[config.mk]
export PLATFORM = sky130hd
export DESIGN_NAME = updown_counter_mod
export DESIGN_NICKNAME = d
export VERILOG_FILES = /design/src/rtl/updown_counter_mod.sv
export SDC_FILE = /design/constraint.sdc
export NUM_CORES = 1
export LEC_CHECK = 0
export CORE_ASPECT_RATIO = 0.9
export CORE_MARGIN = 2
export CORE_UTILIZATION = 50
export CTS_BUF_LIST = sky130_fd_sc_hd__clkbuf_4 sky130_fd_sc_hd__clkbuf_8
export DETAILED_ROUTE_END_ITERATION = 6
export PLACE_DENSITY = 0.83
export SYNTH_ARGS = -nofsm -noshare
export SYNTH_HDL_FRONTEND = slang
export SYNTH_SLANG_ARGS = --single-unit
[constraint.sdc]
create_clock -name clk_i -period 3 [get_ports clk_i]
set_input_delay 0.3 -clock clk_i [delete_from_list [all_inputs] [get_ports clk_i]]
set_output_delay 0.3 -clock clk_i [all_outputs]
set_load 0.005 [all_outputs]
[src/rtl/updown_counter_mod.sv]
// -----------------------------------------------------------------------------
// updown_counter_mod
// Parametrised up/down counter with programmable modulus (MAX_VAL+1), run-time
// step size, synchronous load and a run-time wrap/saturate mode. The count and
// the wrapped/saturated pulses are registered; at_max/at_min decode the
// registered count combinationally.
//
// Parameters
//   WIDTH       count width in bits (>= 2)
//   MAX_VAL     upper count limit, 1 .. 2**WIDTH-1; count spans 0..MAX_VAL
//
// Ports
//   clk_i        rising-edge clock
//   rst_ni       asynchronous active-low reset
//   enable_i     apply one step this cycle
//   dir_i        1 = count up, 0 = count down
//   mode_i       0 = wrap modulo MAX_VAL+1, 1 = saturate at 0 / MAX_VAL
//   step_i       step magnitude (clamped to MAX_VAL)
//   load_i       synchronous load strobe, highest priority
//   load_val_i   load value (clamped to MAX_VAL)
//   count_o      registered count
//   wrapped_o    registered pulse: last update crossed a limit in wrap mode
//   saturated_o  registered pulse: last update was clamped in saturate mode
//   at_max_o     count_o == MAX_VAL
//   at_min_o     count_o == 0
// -----------------------------------------------------------------------------
module updown_counter_mod #(
    parameter int WIDTH   = 8,
    parameter int MAX_VAL = (1 << WIDTH) - 1
) (
    input  logic             clk_i,
    input  logic             rst_ni,
    input  logic             enable_i,
    input  logic             dir_i,
    input  logic             mode_i,
    input  logic [WIDTH-1:0] step_i,
    input  logic             load_i,
    input  logic [WIDTH-1:0] load_val_i,
    output logic [WIDTH-1:0] count_o,
    output logic             wrapped_o,
    output logic             saturated_o,
    output logic             at_max_o,
    output logic             at_min_o
);

    // Limits held one bit wider so that count+step and the modulus never overflow.
    localparam logic [WIDTH:0]   MAX_EXT = (WIDTH+1)'(MAX_VAL);
    localparam logic [WIDTH:0]   MOD_EXT = MAX_EXT + {{WIDTH{1'b0}}, 1'b1};
    localparam logic [WIDTH-1:0] MAX_W   = WIDTH'(MAX_VAL);

    logic [WIDTH-1:0] count_q, count_d;
    logic             wrapped_q, wrapped_d;
    logic             saturated_q, saturated_d;

    logic [WIDTH:0] cnt_ext_s;
    logic [WIDTH:0] step_ext_s;
    logic [WIDTH:0] eff_s;
    logic [WIDTH:0] sum_s;
    logic [WIDTH:0] up_wrap_s;
    logic [WIDTH:0] dn_diff_s;
    logic [WIDTH:0] dn_wrap_s;

    // Step arithmetic in WIDTH+1 bits; eff_s is the step clamped to MAX_VAL.
    always_comb begin
        cnt_ext_s  = {1'b0, count_q};
        step_ext_s = {1'b0, step_i};
        if (step_ext_s > MAX_EXT) begin
            eff_s = MAX_EXT;
        end else begin
            eff_s = step_ext_s;
        end
        sum_s     = cnt_ext_s + eff_s;
        up_wrap_s = sum_s - MOD_EXT;
        dn_diff_s = cnt_ext_s - eff_s;
        dn_wrap_s = cnt_ext_s + MOD_EXT - eff_s;
    end

    // Next-state selection: load beats enable beats hold; flags default low.
    always_comb begin
        count_d     = count_q;
        wrapped_d   = 1'b0;
        saturated_d = 1'b0;
        if (load_i) begin
            if (load_val_i > MAX_W) begin
                count_d = MAX_W;
            end else begin
                count_d = load_val_i;
            end
        end else if (enable_i) begin
            if (eff_s == {(WIDTH+1){1'b0}}) begin
                count_d = count_q;
            end else if (dir_i) begin
                // A count already above MAX_VAL also lands here as over the limit.
                if (sum_s > MAX_EXT) begin
                    if (mode_i) begin
                        count_d     = MAX_W;
                        saturated_d = 1'b1;
                    end else begin
                        count_d   = up_wrap_s[WIDTH-1:0];
                        wrapped_d = 1'b1;
                    end
                end else begin
                    count_d = sum_s[WIDTH-1:0];
                end
            end else begin
                if (eff_s > cnt_ext_s) begin
                    if (mode_i) begin
                        count_d     = {WIDTH{1'b0}};
                        saturated_d = 1'b1;
                    end else begin
                        count_d   = dn_wrap_s[WIDTH-1:0];
                        wrapped_d = 1'b1;
                    end
                end else begin
                    count_d = dn_diff_s[WIDTH-1:0];
                end
            end
        end else begin
            count_d = count_q;
        end
    end

    // State register: count and the one-cycle flag pulses.
    always_ff @(posedge clk_i or negedge rst_ni) begin
        if (!rst_ni) begin
            count_q     <= {WIDTH{1'b0}};
            wrapped_q   <= 1'b0;
            saturated_q <= 1'b0;
        end else begin
            count_q     <= count_d;
            wrapped_q   <= wrapped_d;
            saturated_q <= saturated_d;
        end
    end

    assign count_o     = count_q;
    assign wrapped_o   = wrapped_q;
    assign saturated_o = saturated_q;
    assign at_max_o    = (count_q == MAX_W);
    assign at_min_o    = (count_q == {WIDTH{1'b0}});

endmodule

==> results of run 1 <==
## flip-flops by register name, summed over array words and instances (netlist names)
name         flops
saturated_o      1
wrapped_o        1
count_o          8
## cells in the final DEF, fill, tap and decap left out, types with 3 or more instances in the layout
cell             count
clkdlybuf4s50_1     33
inv_1               16
ha_1                16
nor2_1              10
dfrtp_1             10
a21oi_1              8
o21ai_1              8
nand2_1              7
o21ai_0              6
xnor2_1              6
nand2b_1             5
a22oi_1              5
nand4_1              3
nor2b_1              3
o211ai_1             3
clkbuf_4             3
## routing by layer
layer,vias to the layer above,track usage
li1,608,-
met1,607,0.315
met2,49,0.391
met3,7,0.0224
met4,0,0.116
met5,-,0
## worst paths after layout
path / to / cells past startpoint / slack [ns] / start
setup / recovery: count_o[0] / 9 / 0.52 / step_i[2]
hold / removal: count_o[6] / 1 / 0.34 / rst_ni
setup reg to reg: count_o[0] / 9 / 0.63 / count_o[0]
hold reg to reg: count_o[0] / 2 / 0.67 / count_o[0]
max in group asynchronous: count_o[1] / 1 / 2.36 / rst_ni
min in group clk_i: wrapped_o / 2 / 0.60 / mode_i
## final cells by class
cell class	instances	area [sq um]
Multi-Input combinational cell	120	917
Fill cell	205	788
Timing Repair Buffer	34	338
Sequential cell	10	250
Inverter	16	60.1
Clock buffer	4	36.3
Tap cell	28	35.0
## metrics by stage
| stage | utilization | instances | hold slack (ns) |
|---|---|---|---|
| global placement | 0.660 | 208 | 0.632 |
| finish | 0.675 | 212 | 0.338 |
| floorplan | - | 151 | 0.00441 |
| detailed placement | 0.660 | 208 | 0.631 |
| CTS | 0.675 | 212 | 0.335 |
| global route | 0.675 | 212 | 0.366 |
## power breakdown
part	switching (mW)	leakage (nW)	internal (mW)
Combinational	0.198	0.549	0.197
Sequential	0.0346	0.124	0.153
Clock	0.0478	0.0210	0.0738
## logic make-up after synthesis
| logic type | count (synthesis) |
|---|---|
| adder cells (fa/ha/maj) | 18 |
| AND/OR/NAND/NOR | 45 |
| flip-flops | 10 |
| buffers and inverters | 21 |
| AO/OA/AOI/OAI | 48 |
| XOR/XNOR | 8 |
| multiplexers | 1 |
## worst max-delay path, delay by kind of cell
| family | cells | cell delay (ns) |
|---|---|---|
| and+or+nand+nor | 4 | 0.82 |
| adders and majority gates | 1 | 0.39 |
| AOI/OAI and AO/OA | 2 | 0.54 |
| buffers and inverters | 2 | 0.59 |
## cells in the mapped netlist (2+ instances only)
cell      instances  area (sq um)
a21oi_1           8          40.0
a222oi_1          2          20.0
a22oi_1           5          37.5
buf_2             2          10.0
buf_4             2          15.0
dfrtp_1          10           250
fa_1              2          40.0
ha_1             16           200
inv_1            16          60.1
nand2_1           7          26.3
nand2b_1          5          31.3
nand4_1           3          18.8
nor2_1           10          37.5
nor2b_1           3          18.8
nor3b_1           2          15.0
nor4_1            2          12.5
o211ai_1          3          22.5
o21a_1            2          15.0
o21ai_0           6          30.0
o21ai_1           8          40.0
o21bai_1          2          15.0
o221ai_1          2          17.5
o31a_1            2          17.5
or4_1             2          15.0
xnor2_1           6          52.6
xor2_1            2          17.5
==> results.sh, run 1 <==
export IMPL_status="complete, no violations"
export IMPL_synthAdderAreaFrac=0.190
export IMPL_total_power_mw=0.705
export IMPL_initial_core_util=0.521
export IMPL_synth_simple_gate_area_share=0.207
export IMPL_grt_pass1_vias=1266
export IMPL_via_per_inst=6.00
export IMPL_slew_headroom=0.616
export IMPL_setup_viol=0
export IMPL_crit_path_start_kind="primary input"
export IMPL_wl_met3_microns=214
export IMPL_clock_sinks=10
export IMPL_ant_nets=0
export IMPL_async_flop_share=1.00
export IMPL_drive_above_1_share=0.0707
export IMPL_leakagePower_nw=0.695
export IMPL_grt_overflow_total=0
export IMPL_period_share=0.827
export IMPL_tns_ns=0
export IMPL_synthMuxAreaShare=0.00891
export IMPL_slowest_stage="clkdlybuf4s50_1"
export IMPL_netlist_area_sq_um=1260
export IMPL_die_area_sq_um=2950
export IMPL_clk_pin_slew_worst_paths_ns=0.06
export IMPL_root_buffer="clkbuf_4"
export IMPL_io_buffers=33
export IMPL_drc=0
export IMPL_ys_seq_area_frac=0.198
export IMPL_clk_insertion_delay_late_ns=0.27
export IMPL_fin_ws_ns=0.519
export IMPL_path_class="in2reg"
export IMPL_period_needed_ns=2.48
export IMPL_drt_iter0_markers=51
export IMPL_core_sq_um=2420
export IMPL_grt_pass1_wl_microns=5450
export IMPL_routed_wl_microns=3350
export IMPL_vdd_drop_max_uv=266
export IMPL_crit_required_ns=3.15
export IMPL_num_vias=1271
export IMPL_max_freq_ghz=0.403
export IMPL_dr_max_layer_used="met4"
export IMPL_hold_viol=0
export IMPL_postSynthAreaPerCell_sq_um=8.37
export IMPL_syn_inst=151
export IMPL_clock_skew_ns=0.00202
export IMPL_grt_usage=0.238
export IMPL_cp_end_kind="flip-flop"
export IMPL_critPathArrivalTime_ns=2.63
export IMPL_clock_path_buffers=2
export IMPL_p_per_area_nw_per_um2=431
export IMPL_cp_cell_sequence="clkdlybuf4s50_1 > inv_1 > ha_1 > nor2b_4 > o31a_1 > o211ai_2 > or4b_1 > nand3b_1 > nand3_1"
export IMPL_met2WireLength_microns=1540
export IMPL_rows=17
export IMPL_synth_edf_count=0
export IMPL_hpwl_microns=2710
export IMPL_cts_resized=0
export IMPL_maxCapViolCount=0
export IMPL_ios=34
export IMPL_synth_ff_type="dfrtp_1"
export IMPL_ys_types=47
export IMPL_cp_max_fo=8
export IMPL_die_y_microns=51.7
export IMPL_m1WireLength_microns=1520
export IMPL_post_place_ws_ns=0.261
export IMPL_syn2layout_area_growth_pct=29.5
export IMPL_cts_made_buffers=3
export IMPL_synth_seq_cells=10
export IMPL_gp_congestion=0.968
export IMPL_fin_area_sq_um=1640
export IMPL_cts_tree="built"
export IMPL_ctsHtreeMaxLevel=1
export IMPL_first_pass_iters=4
export IMPL_num_antenna_cells=0
export IMPL_synth_top_family_by_area="compound AO/OA/AOI/OAI gates"
export IMPL_yosys_warnings=0
export IMPL_place_area_sq_um=1600
export IMPL_grt_setup_unrepaired="false"
export IMPL_grt_antenna_before_repair=0
export IMPL_maxSlewViolCount=0
export IMPL_grt_max_degree=12
export IMPL_slowest_delay_ns=0.53
export IMPL_min_path_type="in2async"
export IMPL_worst_slew_pin_slew_ns=0.574
export IMPL_drt_wirelength_per_cell_microns=15.8
export IMPL_synth_xor_area_frac=0.0554
export IMPL_ctsHoldBuffers=0
export IMPL_layout_nets=225
export IMPL_synth_compound_area_share=0.264
export IMPL_synth_nets=191
export IMPL_cts_setup_buffers=0
export IMPL_die_w_microns=57.0
(Power assumes the default switching activity.)
==> run 2: changes to the inputs <==
Settings changed: CORE_UTILIZATION 50 to 45, PLACE_DENSITY 0.83 to 0.79.
Clock period 3 ns to 2.1 ns, I/O delays scaled along.
==> run 2 against run 1 <==
Effect of this change: the run now ends with setup timing left; sequential power up 31%; critical path depth increased by 1; register-to-register slack worse by 0.69 ns; flip-flop and latch count stayed put; setup slack lost 0.60 ns; non-clock buffer count rose by 41; worst hold slack lost 0.086 ns; routed wire length grew 31%; global-route usage grew 4.3 points; clock skew increased by 0.011 ns; critical path type unchanged; largest power group unchanged.
==> results.sh, run 2 (synthesis results as in run 1) <==
export IMPL_ant_nets=0
export IMPL_violations="setup timing"
export IMPL_ctsHoldBuffers=0
export IMPL_cts_made_buffers=3
export IMPL_post_place_ws_ns=-0.429
export IMPL_globalRouteMet3Util=0.0284
export IMPL_cp_end_kind="flip-flop"
export IMPL_final_cell_mix="42 x buf_4, 30 x clkdlybuf4s50_1, 15 x inv_1"
export IMPL_period_needed_ns=2.18
export IMPL_grt_max_degree=11
export IMPL_worst_slew_pin_slew_ns=0.481
export IMPL_num_vias=1460
export IMPL_pwr_share_clk=0.149
export IMPL_place_area_sq_um=1890
export IMPL_hold_slack_ns=0.251
export IMPL_slew_headroom=0.678
export IMPL_grt_busiest_layer="met2"
export IMPL_worstRegToRegCells=9
export IMPL_crit_path_start_kind="primary input"
export IMPL_grt_pass1_wl_microns=6730
export IMPL_routed_wl_microns=4380
export IMPL_status="finished with violations"
export IMPL_die_area_sq_um=3250
export IMPL_clk_insertion_delay_late_ns=0.28
export IMPL_die_w_microns=59.9
export IMPL_p_int_mw=0.749
export IMPL_hpwl_microns=3390
export IMPL_clock_sinks=10
export IMPL_crit_required_ns=2.29
export IMPL_globalRouteMet2Util=0.538
export IMPL_largest_register_ffs=8
export IMPL_tns_ns=-0.362
export IMPL_maxSlewViolCount=0
export IMPL_pwr_share_comb=0.649
export IMPL_n_fill_cell=197
export IMPL_min_path_type="in2async"
export IMPL_ctsHtreeMaxLevel=1
export IMPL_p_per_area_nw_per_um2=609
export IMPL_final_common_cell="buf_4"
export IMPL_ios=34
export IMPL_critPathArrivalTime_ns=2.37
export IMPL_gp_congestion=0.902
export IMPL_num_antenna_cells=0
export IMPL_syn2layout_area_growth_pct=59.2
export IMPL_max_freq_ghz=0.459
export IMPL_grtUsageMet1=0.342
export IMPL_first_pass_iters=5
export IMPL_drc=0
export IMPL_cp_max_fo=6
export IMPL_root_buffer="clkbuf_4"
export IMPL_initial_core_util=0.468
export IMPL_setup_viol=9
export IMPL_rows=18
export IMPL_hold_viol=0
export IMPL_cts_tree="built"
export IMPL_grt_antenna_before_repair=0
export IMPL_layout_nets=266
export IMPL_path_class="in2reg"
export IMPL_reg2reg_slack_ns=-0.06
export IMPL_period_share=1.04
export IMPL_maxCapViolCount=0
export IMPL_vdd_drop_max_uv=405
export IMPL_worstReg2RegEnd="count_o[2]"
export IMPL_die_y_microns=54.3
export IMPL_p_sw_frac=0.388
export IMPL_leakagePower_nw=0.902
export IMPL_drive_above_1_share=0.311
export IMPL_grt_usage=0.281
export IMPL_core_sq_um=2700
export IMPL_io_buffers=33
export IMPL_clock_path_buffers=2
export IMPL_grt_pass1_vias=1469
export IMPL_drt_iter0_markers=58
export IMPL_grt_overflow_total=0
export IMPL_fin_ws_ns=-0.0810
export IMPL_drt_wirelength_per_cell_microns=17.2
export IMPL_grt_setup_unrepaired="true"
export IMPL_clock_skew_ns=0.0128
export IMPL_r2r_start="count_o[5]"
export IMPL_clk_pin_slew_worst_paths_ns=0.08
export IMPL_via_per_inst=5.73
export IMPL_fin_area_sq_um=2010
export IMPL_pwr_share_seq=0.202
export IMPL_switching_power_mw=0.475
run 2: worst max path at each step:
stage               startpoint          to  cells past startpoint
floorplan           count_o[2]  count_o[0]                      8
global placement     step_i[2]  count_o[0]                      9
detailed placement   step_i[2]  count_o[0]                      9
CTS                 count_o[0]  count_o[0]                      9
global route         step_i[4]  count_o[2]                     10
finish               step_i[4]  count_o[2]                     10
run 2: what timing repair did:
action	CTS	global route
gates resized for setup	16	4
buffers inserted	3	0
pin swaps	5	1
setup endpoints to repair	11	10
run 2: layout make-up:
type	count	area, sq um	share of cell area
clock buffer	4	36.3	0.0180
inverter	16	60.1	0.0299
multi-input combinational	120	985	0.489
tap	30	37.5	0.0187
timing repair buffer	75	642	0.319
sequential	10	251	0.125
run 2: critical path, cell delays in order:
cell	delay, ns
clkdlybuf4s50_1	0.49
inv_1	0.06
ha_1	0.36
nor3b_2	0.27
nor3_2	0.08
a211o_1	0.35
a21oi_2	0.20
buf_4	0.17
o21ai_1	0.07
o211ai_1	0.10
run 2: power groups by stage:
stage,Sequential (mW),Clock (mW),Combinational (mW)
finish,0.247,0.182,0.795
global route,0.252,0.197,0.852
CTS,0.247,0.185,0.767
detailed placement,0.252,0,0.722
global placement,0.251,0,0.700
floorplan,0.259,0,0.377
run 2: metal layers:
| metal | vias up | wire, microns |
|---|---|---|
| li1 | 697 | - |
| met1 | 677 | 1770 |
| met2 | 78 | 2180 |
| met3 | 8 | 329 |
| met4 | 0 | 99 |
| met5 | - | 0 |
run 2: through the flow:
stage / instances / total power, mW / util
after global placement: 248 / 0.951 / 0.699
after global routing: 255 / 1.30 / 0.744
after detailed placement: 248 / 0.974 / 0.699
after floorplan: 151 / 0.635 / -
after CTS: 255 / 1.20 / 0.738
final: 255 / 1.22 / 0.744
==> run 3: changes to the inputs <==
Settings changed: CORE_UTILIZATION 45 to 38, PLACE_DENSITY 0.79 to 0.69.
==> run 3 against run 2 <==
Effect of this change: the flow still finishes with violations (setup timing); cell area up 2.2%; sequential share of layout area down 0.27 points; routed wire length down 4.1%.
==> results.sh, run 3 (synthesis results as in run 1) <==
export IMPL_status="finished with violations"
export IMPL_violations="setup timing"
export IMPL_clock_path_buffers=2
export IMPL_min_path_type="in2async"
export IMPL_ctsHtreeMaxLevel=1
export IMPL_post_place_ws_ns=-0.435
export IMPL_maxSlewViolCount=0
export IMPL_grt_overflow_total=0
export IMPL_grt_usage=0.236
export IMPL_fin_area_sq_um=2060
export IMPL_die_y_microns=58.7
export IMPL_routed_wl_microns=4200
export IMPL_final_cell_count_no_fill=264
export IMPL_worst_slew_pin_slew_ns=0.452
export IMPL_final_cell_mix="39 x buf_4, 29 x clkdlybuf4s50_1, 15 x inv_1"
export IMPL_layout_nets=263
export IMPL_maxCapViolCount=0
export IMPL_clk_pin_slew_worst_paths_ns=0.05
export IMPL_cp_buffers_inverters=1
export IMPL_critPathArrivalTime_ns=2.24
export IMPL_clock_skew_ns=0.00110
export IMPL_path_delay_family="simple AND/OR/NAND/NOR gates"
export IMPL_crit_required_ns=2.21
export IMPL_hold_slack_ns=0.294
export IMPL_vdd_drop_max_uv=399
export IMPL_io_buffers=33
export IMPL_slowest_stage="or4b_4"
export IMPL_period_share=1.01
export IMPL_reg2reg_slack_ns=-0.03
export IMPL_hpwl_microns=3380
export IMPL_multi_input_area_sq_um=1010
export IMPL_hold_viol=0
export IMPL_fin_ws_ns=-0.0298
export IMPL_slowest_delay_ns=0.48
export IMPL_num_vias=1445
export IMPL_largest_register_ffs=8
export IMPL_die_w_microns=64.8
export IMPL_rows=19
export IMPL_grt_pass1_vias=1491
export IMPL_drive_above_1_share=0.311
export IMPL_period_needed_ns=2.13
export IMPL_place_area_sq_um=1870
export IMPL_leakagePower_nw=0.915
export IMPL_syn2layout_area_growth_pct=62.7
export IMPL_cp_max_fo=3
export IMPL_path_class="reg2reg"
export IMPL_setup_viol=2
export IMPL_gp_congestion=0.914
export IMPL_first_pass_iters=4
export IMPL_ios=34
export IMPL_grt_pass1_wl_microns=6900
export IMPL_via_per_inst=5.47
export IMPL_slew_headroom=0.698
export IMPL_grt_max_degree=11
export IMPL_die_area_sq_um=3800
export IMPL_placed_cells=256
export IMPL_cts_made_buffers=3
export IMPL_drt_wirelength_per_cell_microns=15.9
export IMPL_num_antenna_cells=0
export IMPL_final_seq_area_sq_um=251
export IMPL_n_fill_cell=268
export IMPL_core_sq_um=3110
export IMPL_cts_tree="built"
export IMPL_crit_path_start_kind="flip-flop"
export IMPL_cp_end_kind="flip-flop"
export IMPL_clk_insertion_delay_late_ns=0.23
export IMPL_ant_nets=0
export IMPL_grt_antenna_before_repair=0
export IMPL_p_per_area_nw_per_um2=625
export IMPL_utilization=0.660
export IMPL_drt_iter0_markers=77
export IMPL_root_buffer="clkbuf_8"
export IMPL_clock_sinks=10
export IMPL_grt_setup_unrepaired="true"
export IMPL_cp_cell_sequence="inv_1 > ha_2 > fa_2 > nor2b_4 > o31a_1 > o211ai_2 > or4b_4 > nand3b_1 > nand3_1"
export IMPL_final_common_cell="buf_4"
export IMPL_initial_core_util=0.406
export IMPL_drc=0
export IMPL_max_freq_ghz=0.470
run 3: changes by cell type in the layout (fill, tap and decap cells not counted), moves of 2 or more:
cell	previous run	this run
buf_4	42	39
clkbuf_4	3	0
clkbuf_8	1	4
o21ai_0	6	3
o21ai_2	1	4
a21oi_4	0	2
nor3_2	2	0
run 3: layout make-up:
type | instances | share of cell area
timing repair buffer | 72 | 0.302
inverter | 16 | 0.0292
clock buffer | 4 | 0.0268
multi-input combinational | 120 | 0.494
tap | 42 | 0.0256
sequential | 10 | 0.122
run 3: worst paths after layout:
kind / cells after the start / to / start
setup reg to reg: 9 / count_o[0] / count_o[0]
hold / removal: 1 / saturated_o / rst_ni
hold reg to reg: 3 / count_o[1] / count_o[1]
setup / recovery: 9 / count_o[0] / count_o[0]
max in group asynchronous: 1 / count_o[1] / rst_ni
min in group clk_i: 2 / wrapped_o / mode_i
run 3: metrics by stage:
step	power (mW)	setup TNS [ns]
floorplan	0.635	-0.00605
global placement	0.949	-2.63
detailed placement	0.962	-3.11
CTS	1.25	-0.0649
global route	1.37	-0.623
finish	1.28	-0.0376
run 3: power by group:
group	internal (mW)	switching [mW]
combinational	0.426	0.372
sequential	0.220	0.0282
clock	0.165	0.0728
run 3: worst register-to-register path, stage by stage, from the launching register on:
cell and delay (ns):
dfrtp_1 0.40, inv_1 0.07, ha_2 0.18, fa_2 0.24
nor2b_4 0.05, o31a_1 0.26, o211ai_2 0.18, or4b_4 0.48
nand3b_1 0.10, nand3_1 0.06
run 3: what timing repair did:
item	CTS	global route
hold buffers	0	0
endpoints found under the setup margin	9	10
setup buffers	3	1
pin swaps	10	9
gates resized for setup	14	16
run 3: routing by layer:
| metal | share of wire | track usage | vias up |
|---|---|---|---|
| met3 | 0.088 | 0.0631 | 2 |
| li1 | - | - | 687 |
| met2 | 0.50 | 0.414 | 71 |
| met5 | 0 | 0 | - |
| met4 | 0.0057 | 0.0456 | 0 |
| met1 | 0.41 | 0.295 | 685 |
